[src/rtl/sevenseg_readback_decoder_if.sv]
// Segment-line readback bus: raw a..g lines in, decoded digit/status out.
interface sevenseg_readback_decoder_if #(
  parameter int CNT_W = 16
);
  logic [6:0]       seg;
  logic [3:0]       digit;
  logic             blank;
  logic             invalid;
  logic             digit_valid;
  logic [CNT_W-1:0] change_cnt;
  logic             seq_err;

  modport master (
    output seg,
    input  digit, blank, invalid, digit_valid, change_cnt, seq_err
  );

  modport slave (
    input  seg,
    output digit, blank, invalid, digit_valid, change_cnt, seq_err
  );
endinterface

[src/rtl/sevenseg_readback_decoder.sv]
// Seven-segment readback: sync, stability filter, decode, change counting.
// Optional SEVENSEG_SEQ_CHECK_EN adds a sticky decimal-sequence checker on seq_err.
//
// state      | meaning
// WAIT_FIRST | nothing accepted since reset
// SETTLING   | cand differs from acc, stability count running
// STABLE     | cand == acc
module sevenseg_readback_decoder #(
  parameter int ACTIVE_LOW    = 1,
  parameter int STABLE_CYCLES = 16,
  parameter int CNT_W         = 16
) (
  input  logic                        clk,
  input  logic                        rst,
  sevenseg_readback_decoder_if.slave  bus
);

  typedef enum logic [1:0] {WAIT_FIRST, SETTLING, STABLE} state_t;

  localparam logic [15:0] STAB_MAX = 16'(STABLE_CYCLES - 1);

  logic [6:0]       s1_q, s2_q, n;
  logic [6:0]       cand_q, cand_d;
  logic [6:0]       acc_q, acc_d;
  logic [15:0]      stab_cnt_q, stab_cnt_d;
  state_t           state_q, state_d;
  logic [3:0]       digit_q, digit_d;
  logic             blank_q, blank_d;
  logic             invalid_q, invalid_d;
  logic             digit_valid_q, digit_valid_d;
  logic [CNT_W-1:0] change_cnt_q, change_cnt_d;
  logic             accept;
  logic [3:0]       dec_digit;
  logic             dec_blank, dec_invalid;

  always_ff @(posedge clk or posedge rst) begin
    if (rst) begin
      s1_q          <= '0;
      s2_q          <= '0;
      cand_q        <= '0;
      acc_q         <= '0;
      stab_cnt_q    <= '0;
      state_q       <= WAIT_FIRST;
      digit_q       <= '0;
      blank_q       <= 1'b0;
      invalid_q     <= 1'b0;
      digit_valid_q <= 1'b0;
      change_cnt_q  <= '0;
    end else begin
      s1_q          <= bus.seg;
      s2_q          <= s1_q;
      cand_q        <= cand_d;
      acc_q         <= acc_d;
      stab_cnt_q    <= stab_cnt_d;
      state_q       <= state_d;
      digit_q       <= digit_d;
      blank_q       <= blank_d;
      invalid_q     <= invalid_d;
      digit_valid_q <= digit_valid_d;
      change_cnt_q  <= change_cnt_d;
    end
  end

  assign n = (ACTIVE_LOW != 0) ? ~s2_q : s2_q;

  // Pattern bits are {a,b,c,d,e,f,g} with 1 = lit.
  always_comb begin
    dec_digit   = 4'd0;
    dec_blank   = 1'b0;
    dec_invalid = 1'b0;
    case (cand_q)
      7'h7E: dec_digit = 4'h0;
      7'h30: dec_digit = 4'h1;
      7'h6D: dec_digit = 4'h2;
      7'h79: dec_digit = 4'h3;
      7'h33: dec_digit = 4'h4;
      7'h5B: dec_digit = 4'h5;
      7'h5F: dec_digit = 4'h6;
      7'h70: dec_digit = 4'h7;
      7'h7F: dec_digit = 4'h8;
      7'h7B: dec_digit = 4'h9;
      7'h77: dec_digit = 4'hA;
      7'h1F: dec_digit = 4'hB;
      7'h4E: dec_digit = 4'hC;
      7'h3D: dec_digit = 4'hD;
      7'h4F: dec_digit = 4'hE;
      7'h47: dec_digit = 4'hF;
      7'h00: dec_blank = 1'b1;
      default: dec_invalid = 1'b1;
    endcase
  end

  assign accept = (n == cand_q) && (stab_cnt_q == STAB_MAX) &&
                  ((state_q == WAIT_FIRST) || (cand_q != acc_q));

  always_comb begin
    cand_d        = cand_q;
    acc_d         = acc_q;
    stab_cnt_d    = stab_cnt_q;
    state_d       = state_q;
    digit_d       = digit_q;
    blank_d       = blank_q;
    invalid_d     = invalid_q;
    digit_valid_d = 1'b0;
    change_cnt_d  = change_cnt_q;

    if (n != cand_q) begin
      cand_d     = n;
      stab_cnt_d = '0;
      if (state_q != WAIT_FIRST)
        state_d = (n == acc_q) ? STABLE : SETTLING;
    end else if (stab_cnt_q != STAB_MAX) begin
      stab_cnt_d = stab_cnt_q + 16'd1;
    end

    if (accept) begin
      acc_d         = cand_q;
      state_d       = STABLE;
      digit_valid_d = 1'b1;
      blank_d       = dec_blank;
      invalid_d     = dec_invalid;
      if (!dec_blank && !dec_invalid)
        digit_d = dec_digit;
      if (change_cnt_q != '1)
        change_cnt_d = change_cnt_q + 1'b1;
    end
  end

`ifdef SEVENSEG_SEQ_CHECK_EN
  logic [3:0] prev_q, prev_d;
  logic       prev_vld_q, prev_vld_d;
  logic       seq_err_q, seq_err_d;
  logic [4:0] prev_next;

  // Expected successor counts in decimal, so 9 wraps to 0.
  assign prev_next = 5'(({1'b0, prev_q} + 5'd1) % 5'd10);

  always_comb begin
    prev_d     = prev_q;
    prev_vld_d = prev_vld_q;
    seq_err_d  = seq_err_q;
    if (accept && !dec_blank && !dec_invalid) begin
      prev_d     = dec_digit;
      prev_vld_d = 1'b1;
      if (dec_digit > 4'd9)
        seq_err_d = 1'b1;
      else if (prev_vld_q && ({1'b0, dec_digit} != prev_next))
        seq_err_d = 1'b1;
    end
  end

  always_ff @(posedge clk or posedge rst) begin
    if (rst) begin
      prev_q     <= '0;
      prev_vld_q <= 1'b0;
      seq_err_q  <= 1'b0;
    end else begin
      prev_q     <= prev_d;
      prev_vld_q <= prev_vld_d;
      seq_err_q  <= seq_err_d;
    end
  end

  assign bus.seq_err = seq_err_q;
`else
  assign bus.seq_err = 1'b0;
`endif

  assign bus.digit       = digit_q;
  assign bus.blank       = blank_q;
  assign bus.invalid     = invalid_q;
  assign bus.digit_valid = digit_valid_q;
  assign bus.change_cnt  = change_cnt_q;

endmodule

[src/flat_wrapper.sv]
// flat-port wrapper written by rule: the top's interface ports become plain ports
module sevenseg_readback_decoder_flat 
#(
  parameter int ACTIVE_LOW    = 1,
  parameter int STABLE_CYCLES = 16,
  parameter int CNT_W         = 16
)
  (clk, rst, bus_seg, bus_digit, bus_blank, bus_invalid, bus_digit_valid, bus_change_cnt, bus_seq_err);
  sevenseg_readback_decoder_if #(.CNT_W(CNT_W)) bus_i ();
  input  logic clk;
  input  logic rst;
  input wire logic [$bits(bus_i.seg)-1:0] bus_seg;
  output wire logic [$bits(bus_i.digit)-1:0] bus_digit;
  output wire logic [$bits(bus_i.blank)-1:0] bus_blank;
  output wire logic [$bits(bus_i.invalid)-1:0] bus_invalid;
  output wire logic [$bits(bus_i.digit_valid)-1:0] bus_digit_valid;
  output wire logic [$bits(bus_i.change_cnt)-1:0] bus_change_cnt;
  output wire logic [$bits(bus_i.seq_err)-1:0] bus_seq_err;
  assign bus_i.seg = bus_seg;
  assign bus_digit = bus_i.digit;
  assign bus_blank = bus_i.blank;
  assign bus_invalid = bus_i.invalid;
  assign bus_digit_valid = bus_i.digit_valid;
  assign bus_change_cnt = bus_i.change_cnt;
  assign bus_seq_err = bus_i.seq_err;
  sevenseg_readback_decoder #(.ACTIVE_LOW(ACTIVE_LOW), .STABLE_CYCLES(STABLE_CYCLES), .CNT_W(CNT_W)) u_core (.clk(clk), .rst(rst), .bus(bus_i));
endmodule
[config.mk]
export PLATFORM = sky130hd
export DESIGN_NAME = sevenseg_readback_decoder_flat
export DESIGN_NICKNAME = d
export VERILOG_FILES = /design/src/rtl/sevenseg_readback_decoder_if.sv /design/src/rtl/sevenseg_readback_decoder.sv /design/src/flat_wrapper.sv
export SDC_FILE = /design/constraint.sdc
export NUM_CORES = 1
export LEC_CHECK = 0
export CORE_MARGIN = 4
export CORE_UTILIZATION = 46
export DETAILED_ROUTE_END_ITERATION = 8
export PLACE_DENSITY = 0.69
export SKIP_LAST_GASP = 1
export SLEW_MARGIN = 25
export SYNTH_ARGS = -nofsm -noshare
export SYNTH_HDL_FRONTEND = slang
export SYNTH_SLANG_ARGS = --single-unit
[constraint.sdc]
create_clock -name clk -period 2.4 [get_ports clk]
set_input_delay 0.24 -clock clk [delete_from_list [all_inputs] [get_ports clk]]
set_output_delay 0.24 -clock clk [all_outputs]
set_load 0.01 [all_outputs]
==> flow_summary.toml <==
[synth]
ys_seq_area_share_pct = 51.0
syn_area_um2 = 3390
synth.area.top_cells = "dfrtp_1 (51%), xnor2_1 (7.8%), xor2_1 (4.9%), nand3_1 (3.1%), nor2_1 (2.5%)"
ys_seq_elements = 69
synth-edff-count = 0
synthCells = 313
yosysUniqueCellTypes = 53
avgSynthCellArea_um2 = 10.8
synth_flop_cell = "dfrtp_1"
postSynth.asyncResetShare_pct = 100
synth_fp_nets = 324
ys_warn_count = 0
synth_top_area_cell = "dfrtp_1"
synth_top_area_share_pct = 51.0

[cells_and_area]
area_delta_synth_final_pct = 21.4
final_cell_mix = "dfrtp_1 (69), clkdlybuf4s50_1 (31), xnor2_1 (30)"
n_fill_cell = 634
seqCellArea_um2 = 1730
drive_gt1_share_pct = 14.7
diodes = 0
layout.nets = 366
final_cells = 459
final_cell_area_um2 = 4110
layout_commonest_cell = "dfrtp_1"
multi_input_area_um2 = 1540

[cts]
clock_latency_ns = 0.34
cts_made_buffers = 9
clk_path_buf_depth = 2
clk_pin_slew_ns = 0.07
cts_root_buf = "clkbuf_8"
hold_buffers = 0
post_cts.repair.setup_buffers = 0
cts_tree = "built"
htree_num_levels = 3
cts.sinks = 69
cts_resized = 0

[detailed_routing]
drt-initial-drc-count = 89
viasPerCell = 5.17
post_drt_wl_per_cell_um = 13.7
drc = 0
firstDrtPassIters = 5
drt_wl_total_um = 6310
antenna_left = 0
via_count = 2371

[sta]
relSlewSlack_pct = 60.4
clock_skew_ns = 0.00769
final_hold_viol_count = 0
fmax_mhz = 435
worst_slew_pin_slew_ns = 0.593
slew_violations = 0
setup_violations = 0
finalCritPeriodShare_pct = 95.7
period_needed_ns = 2.30
rsz0062_at_grt = "false"
setup_tns_ns = 0

[pwr]
powerDensity_nw_per_um2 = 581
p_leak_nw = 1.82
finalPower_w = 0.00239
ir_drop_v = 0.000308

[placed_design]
dpl_cell_area_um2 = 3880
port_buffers = 31
globalplace.congestion = 0.824
dp_hpwl_um = 4470
placed_cells_incl_taps = 443

[critical_path]
crit_required_ns = 2.63
crit_path_max_fanout = 6
worst_setup_path_end_kind = "flop"
start_kind = "flop"
worstPathArrival_ns = 2.52
critPathKind = "reg -> reg"

[grt]
grt_pass1_wl_um = 10600
first_global_vias = 2276
overflow = 0
antenna_found_initial = 0
grt_max_degree = 43
grt_util_all_layers_pct = 15.3

[floorplanning]
die_area_um2 = 8800
die_h_um = 93.8
rows = 31
start_util_pct = 47.0
die_w_um = 93.8
ios = 33
design.core.area_um2 = 7210

[job]
cap_violations = 0

[min_path]
hold_class = "in -> async"

[outcome]
status = "finished clean"
## flip-flops by register name (all words and copies together), names as in the netlist
register / cells
u_core.bus.blank: 1
u_core.bus.change_cnt: 16
u_core.acc_q: 7
u_core.s2_q: 7
u_core.s1_q: 7
u_core.state_q: 2
u_core.stab_cnt_q: 16
u_core.bus.digit_valid: 1
u_core.bus.invalid: 1
u_core.bus.digit: 4
u_core.cand_q: 7
## final timing paths
path                             startpoint                  endpoint  slack [ns]  depth (start not counted)
setup / recovery           u_core.cand_q[0]       u_core.bus.digit[1]        0.10                          6
hold / removal                          rst  u_core.bus.change_cnt[3]        0.29                          2
setup reg to reg           u_core.cand_q[0]       u_core.bus.digit[1]        0.10                          6
hold reg to reg              u_core.s1_q[2]            u_core.s2_q[2]        0.35                          0
max in group asynchronous               rst            u_core.s1_q[2]        1.49                          3
min in group clk                 bus_seg[4]            u_core.s1_q[4]        0.34                          1
## cells in the mapped netlist, drive strengths merged (2+ instances only)
cell type	n
a2111oi	2
a21oi	9
a31oi	2
and2	2
and3	10
and4	2
buf	12
clkbuf	5
dfrtp	69
ha	2
inv	13
mux2	11
nand2	18
nand3	21
nand4	12
nand4b	2
nor2	24
nor2b	4
nor3	5
nor3b	4
nor4	4
nor4b	2
o21ai	8
or3	5
xnor2	30
xor2	19
## area by class of cell
type                       instances  share of cell area, %
timing repair buffer              48                   11.0
inverter                          13                   1.19
sequential                        69                   42.0
clock buffer                      12                   3.77
multi-input combinational        214                   37.4
clock inverter                     4                   1.70
tap                               99                   3.01
## logic make-up (layout without fill, tap and decap cells)
kind of cell / after synthesis / after routing / share of synthesized area (%)
simple gates: 121 / 121 / 21.4
flops: 69 / 69 / 51.0
xor+xnor: 49 / 49 / 12.7
buf+inv: 30 / 77 / 3.88
compound gates: 29 / 29 / 5.98
mux: 12 / 12 / 4.28
fa+ha+maj: 2 / 2 / 0.738
other cells: 1 / 1 / 0.111
## power breakdown
| part | total [W] | internal [W] | switching (W) |
|---|---|---|---|
| registers | 0.00120 | 0.00118 | 0.0000177 |
| clock network | 0.00105 | 0.000639 | 0.000415 |
| logic | 0.000137 | 0.0000595 | 0.0000779 |
## routing by layer
metal,vias up,wire length (um),track usage [%]
li1,1164,-,-
met1,1145,3060,20.5
met2,48,2900,23.7
met3,14,215,2.96
met4,0,133,7.46
met5,-,0,0
## critical path: stages, from the launching register on
cell	delay (ns)
dfrtp_1	0.44
or3_1	0.44
nor4b_2	0.34
a211oi_1	0.12
nand3_1	0.11
or3b_4	0.42
mux2_4	0.31
## through the flow
stage	utilization (%)	hold slack, ns	setup WS (ns)
global placement	53.8	0.331	0.154
CTS	56.9	0.299	0.0815
floorplan	-	0.271	0.000720
detailed placement	53.8	0.336	0.105
global route	57.0	0.317	0.0251
finish	57.0	0.288	0.102
(Power assumes the default switching activity.)
